$ cat config.mk
export PLATFORM = sky130hd
export DESIGN_NAME = generic_skid_slice
export DESIGN_NICKNAME = d
export VERILOG_FILES = /design/src/rtl/generic_skid_slice.sv
export SDC_FILE = /design/constraint.sdc
export NUM_CORES = 1
export LEC_CHECK = 0
export CORE_MARGIN = 5
export CORE_UTILIZATION = 49
export CTS_CLUSTER_SIZE = 20
export DETAILED_ROUTE_END_ITERATION = 6
export GPL_TIMING_DRIVEN = 0
export PLACE_DENSITY = 0.86
export SYNTH_ARGS = -nofsm -noshare
export SYNTH_HDL_FRONTEND = slang
export SYNTH_SLANG_ARGS = --single-unit
$ cat constraint.sdc
create_clock -name i_clk -period 3.3 [get_ports i_clk]
set_input_delay 0.33 -clock i_clk [delete_from_list [all_inputs] [get_ports i_clk]]
set_output_delay 0.33 -clock i_clk [all_outputs]
set_load 0.02 [all_outputs]
$ cat src/rtl/generic_skid_slice.sv
// Two-entry valid/ready register slice for packed struct payloads.
// Every output decodes from registered state, so i_valid and i_ready have no combinational path to o_ready or o_valid.
module generic_skid_slice #(
    parameter int WIDTH       = 2,
    parameter int COUNT_WIDTH = 8
) (
    input  logic                   i_clk,
    input  logic                   i_rst_n,
    input  logic                   i_valid,
    output logic                   o_ready,
    input  logic [WIDTH-1:0]       i_data,
    output logic                   o_valid,
    input  logic                   i_ready,
    output logic [WIDTH-1:0]       o_data,
    output logic                   o_full,
    output logic [COUNT_WIDTH-1:0] o_count
);

    localparam logic [1:0] ST_EMPTY = 2'd0;
    localparam logic [1:0] ST_ONE   = 2'd1;
    localparam logic [1:0] ST_TWO   = 2'd2;

    logic [1:0]             state_reg;
    logic [1:0]             state_next;
    logic [WIDTH-1:0]       main_reg;
    logic [WIDTH-1:0]       main_next;
    logic [WIDTH-1:0]       skid_reg;
    logic [WIDTH-1:0]       skid_next;
    logic [COUNT_WIDTH-1:0] count_reg;
    logic [COUNT_WIDTH-1:0] count_next;
    logic                   in_fire;
    logic                   out_fire;

    assign o_ready = (state_reg != ST_TWO);
    assign o_valid = (state_reg != ST_EMPTY);
    assign o_full  = (state_reg == ST_TWO);
    // The output always comes from main. Skid data reaches o_data only by being moved into main.
    assign o_data  = main_reg;
    assign o_count = count_reg;

    assign in_fire  = i_valid & o_ready;
    assign out_fire = o_valid & i_ready;

    always_comb begin
        state_next = state_reg;
        main_next  = main_reg;
        skid_next  = skid_reg;
        count_next = count_reg;
        if (out_fire) begin
            count_next = count_reg + 1'b1;
        end
        case (state_reg)
            ST_EMPTY: begin
                if (in_fire) begin
                    state_next = ST_ONE;
                    main_next  = i_data;
                end
            end
            ST_ONE: begin
                if (in_fire && !out_fire) begin
                    state_next = ST_TWO;
                    skid_next  = i_data;
                end else if (!in_fire && out_fire) begin
                    state_next = ST_EMPTY;
                end else if (in_fire && out_fire) begin
                    main_next = i_data;
                end
            end
            ST_TWO: begin
                // in_fire cannot occur here because o_ready is low.
                if (out_fire) begin
                    state_next = ST_ONE;
                    main_next  = skid_reg;
                end
            end
            default: begin
                state_next = ST_EMPTY;
            end
        endcase
    end

    always_ff @(posedge i_clk or negedge i_rst_n) begin
        if (!i_rst_n) begin
            state_reg <= ST_EMPTY;
            main_reg  <= '0;
            skid_reg  <= '0;
            count_reg <= '0;
        end else begin
            state_reg <= state_next;
            main_reg  <= main_next;
            skid_reg  <= skid_next;
            count_reg <= count_next;
        end
    end

endmodule

Word-level counts from Yosys, hierarchy flattened
Index checks and enable logic that the tools add are counted.
Word-level totals
  register bits after elaboration: 14
  bits of input ports: 6
  word-level logic and storage cells: 38
Cells by class
  add/sub/neg operators: 1
  equal/unequal tests: 9
  muxes and demuxes: 11
  bitwise gates (word level): 2
  reductions and logical operators: 11
Operators by type and width (count)
  2-bit 2-to-1 mux: 9
  2-bit case mux with 3 select lines: 2
  2-bit inequality test, second input constant: 5
  8-bit by 1-bit adder with 8-bit output, second input constant: 1
  6-bit AND reduction: 1
  1-bit logical AND: 3
  3-bit inequality test, second input constant: 1
  3-bit AND reduction: 1
  3-bit nonzero test: 1
  1-bit AND: 2
  2-bit by 1-bit == test with 1-bit output, second input constant: 1
  2-bit == test, second input constant: 1
  1-bit logical NOT: 2
  2-bit logical NOT: 1
  2-bit by 1-bit inequality test with 1-bit output, second input constant: 1
  2-bit AND reduction: 1
  2-bit nonzero test: 1

Logic depth before layout (Yosys ltp)
  word-level depth: 7
  mapped depth: 8
  mapped depth without buffers: 7

Least setup slack after synthesis
OpenSTA, ideal clock, no wires.
  path kind: reg2reg
  start point: reg state_reg[1]
  end point: reg main_reg[0] (netlist: o_data[0])
  data arrival time: 1811 ps
  required time: 3175 ps
  setup slack: 1364 ps
  cell stages (with the launch flop): 7
  buffers on the path: 0
  period minus slack after synthesis: 1936 ps
  path through: dfrtp_1 > o21ai_2 > inv_1 > ha_1 > nor4b_1 > o2bb2ai_1 > mux2_2
On the way
  cells in the longest elaborated chain, start to end: 6
  elaborated cells between the ends (all ways): 20
  classes of those cells: 8 x eq/ne; 1 x mux; 2 x bitwise; 9 x reduce/logical
RTL lines
  start: declaration: RTL line 23  | logic [1:0] state_reg;
  start signal: assignment: RTL line 89  | state_reg <= state_next;
  2-bit nonzero test *: RTL line 35  | assign o_valid = (state_reg != ST_EMPTY);
  1-bit AND *: RTL line 42  | assign out_fire = o_valid & i_ready;
  named net out_fire: RTL line 32  | logic out_fire;
  1-bit logical NOT: RTL line 60  | if (in_fire && !out_fire) begin
  1-bit logical AND: RTL line 60
  2-bit inequality test (no source line)
  6-bit AND reduction (no source line) *
  end signal: assignment: RTL line 90  | main_reg <= main_next;
  end: declaration: RTL line 25  | logic [WIDTH-1:0] main_reg;
Mark *: on every way through the listed nets, which the timed path passes. The rest lies on a longest branch.
A chain may end at the register's enable or synchronous reset.

Final worst setup path
  start point: reg state_reg[1]
  end point: reg main_reg[1] (netlist: o_data[1])
The elaborated chain is that of the path after synthesis.

==> results by group <==
Setup path
  – Worst flop-to-flop path startpoint: state_reg[1]
  – Largest delay contributor family on the critical path: compound AO/OA/AOI/OAI gates
  – Worst reg2reg setup slack: about 1.1 ns
  – RR Endpoint: o_data[1]
  – Crit-path max FO: 7
  – Required time of the worst setup path: 3.47 ns
  – Crit-path slowest cell: dfrtp_1
  – Buffers and inverters on the worst path: 1
  – Crit path capture type: register
  – Crit path DAT: 2.39 ns
  – Startpoint Class: register
  – Kind of critical path: register to register
  – Reg2Reg Depth: 6
  – Crit path largest cell delay: 0.46 ns
  – Worst-path cell chain: o21ai_2 -> inv_1 -> ha_1 -> nor4b_1 -> o2bb2ai_1 -> mux2_2

Power and ir drop
  – Cell Pwr Density: 860.7 nW/um^2
  – Max IR drop VDD: 0.0004901 V
  – Leakage: about 0.44 nW

STA
  – Final clock skew: 0.0005693 ns
  – Fmax: 0.4500 GHz
  – Max-slew headroom: 0.5730
  – Worst-margin pin slew: 0.6385 ns
  – RSZ-0062 raised after global routing: false
  – Final Max Slew Viols: 0
  – Final hold slack: 0.4430 ns
  – Final number of setup-violating endpoints: 0
  – Final Critical Period: ~2.2 ns
  – Final period util: 0.6734
  – Hold Vio Cnt, Final: 0
  – Setup tns final: 0 ns

Logic synthesis
  – Synth warnings: 0
  – Async SR Flop Fraction: 1.000
  – Mapped Cells: 60
  – Top post-synthesis cells by area: dfrtp_1, ha_1, mux2_2, xnor2_1, mux2_4
  – Mean Syn Cell Area: 11.70 um^2
  – Dominant cell type by area after synthesis: dfrtp_1
  – Cell Area, Synth: around 700 um^2
  – Netlist cell types: 23
  – Area share of the largest cell type after synthesis: 0.4991
  – Sequential area share after synthesis: 0.4991
  – Post-synth net total: 70
  – Seq cells post-synth: 14
  – Post-synth EDFFs: 0
  – Dominant synthesized flop cell: dfrtp_1

Floorplanning
  – Die Span X: 47.85 um
  – Core footprint: between 1000 and 1500 um^2
  – Die Y-Extent: 47.85 um
  – I/O Pins: 19
  – Die ar.: ~2300 um^2
  – Site Rows: 13
  – Starting Density: 0.5263

Layout
  – Multi-input logic area: about 330 um^2
  – Layout cells sized above 1: 0.1707
  – # diodes: 0
  – Fillers: 96
  – Final instance area: 937.1 um^2
  – Max reg flops: 8
  – Area Overhead vs Synth: 33.51%
  – Final core occ: 0.7026
  – Final net count: 93
  – Register area: ~350 um^2

Placed design
  – DP Area: 900.9 um^2
  – IO Port Bufs: 18
  – RD Place Congestion: 0.7967
  – Hpwl dp: 986.8 um

Global route
  – Initial antenna violation count: 0
  – Total gr overflow: 0
  – Largest net degree at the start of global routing: 15
  – GRT Overall Usage: 0.1420
  – First-pass GRT wire length: 2187 um
  – Vias in the first global route: between 500 and 600

Status
  – Status: finished, final reports clean

CTS
  – Reg clk slew, reported paths: about 0.080 ns
  – Total setup buffers inserted after CTS: 0
  – CTS root buf: clkbuf_4
  – Hold_buf cts: 0
  – CTS buffer count: 3
  – Post_cts resized: 0
  – H-tree depth: 1
  – CTS Sinks: 14
  – CTS tree: done
  – CTS Buffer Depth: 2
  – Clk Latency, worst-skew pair: 0.27 ns

Detailed routing
  – Final WL: 1310 um
  – Via count: about 500
  – ANT nets after route: 0
  – DRC violation count after routing: 0
  – Iter 0 DRT Violations: 9
  – DR pass1 iterations: 2
  – Wirelength per Cell: 13.51 um
  – Via/cell ratio: roughly 5.3

Worst hold path
  – Class of the worst hold path: input pin to asynchronous set/reset pin

Job
  – Total of max-cap violations: 0
logic make-up after synthesis:
group,after synthesis,synth area share
compound gates,4,0.04100
xor+xnor,7,0.08735
fa+ha+maj,4,0.07130
buf+inv,4,0.03208
flops,14,0.4991
mux,7,0.1212
simple gates,20,0.1480
cell usage in the layout (no fill, tap or decap), drive strengths merged, types with 2 or more instances in the layout:
cell type	count
nand2	8
dfrtp	14
clkdlybuf4s50	18
nor3	2
clkbuf	4
mux2	6
ha	4
nand4	3
xor2	3
inv	3
o21ai	2
xnor2	4
worst max-delay path by stage:
stage,start,endpoint,slack (ns),cells past startpoint
after floorplan,state_reg[1],o_data[0],1.36,6
after global routing,state_reg[1],o_data[1],0.85,6
after global placement,i_ready,o_data[1],0.97,7
after detailed placement,i_ready,o_data[1],0.93,7
after CTS,state_reg[1],o_data[1],1.08,6
final,state_reg[1],o_data[1],1.08,6
cell usage after synthesis, types with 2 or more instances:
cell type  instances
xnor2_1            4
nor3_1             2
nand4_1            3
inv_1              3
xor2_1             3
ha_1               4
nand2_1            8
dfrtp_1           14
mux2_2             4
mux2_4             2
power breakdown:
| part | internal [mW] | switching (mW) |
|---|---|---|
| Combinational | 0.201 | 0.180 |
| Sequential | 0.237 | 0.0668 |
| Clock | 0.0671 | 0.0544 |
metal layers:
metal | global-route usage | up-vias | routed length [um]
li1 | - | 249 | -
met1 | 0.1898 | 246 | 627
met2 | 0.2190 | 16 | 582
met3 | 0.03008 | 0 | 101
met4 | 0.06452 | 0 | 0
met5 | 0 | - | 0
final cells by class:
cell class / count / area share
plain buffers: 1 / 0.01202
clock buffers: 4 / 0.03872
inverters: 3 / 0.01202
multi-input cells: 42 / 0.3511
flip-flops and latches: 14 / 0.3738
well taps: 15 / 0.02003
repair buffers: 18 / 0.1923
per-stage QoR:
stage	total power, mW	worst slack (ns)	std cells
finish	0.8066	1.078	97
global route	0.8650	0.8484	97
CTS	0.8178	1.081	97
detailed placement	0.6909	0.9312	93
global placement	0.6808	0.9725	93
floorplan	0.5334	1.364	60
No activity file was read; power rests on OpenSTA's default activity.
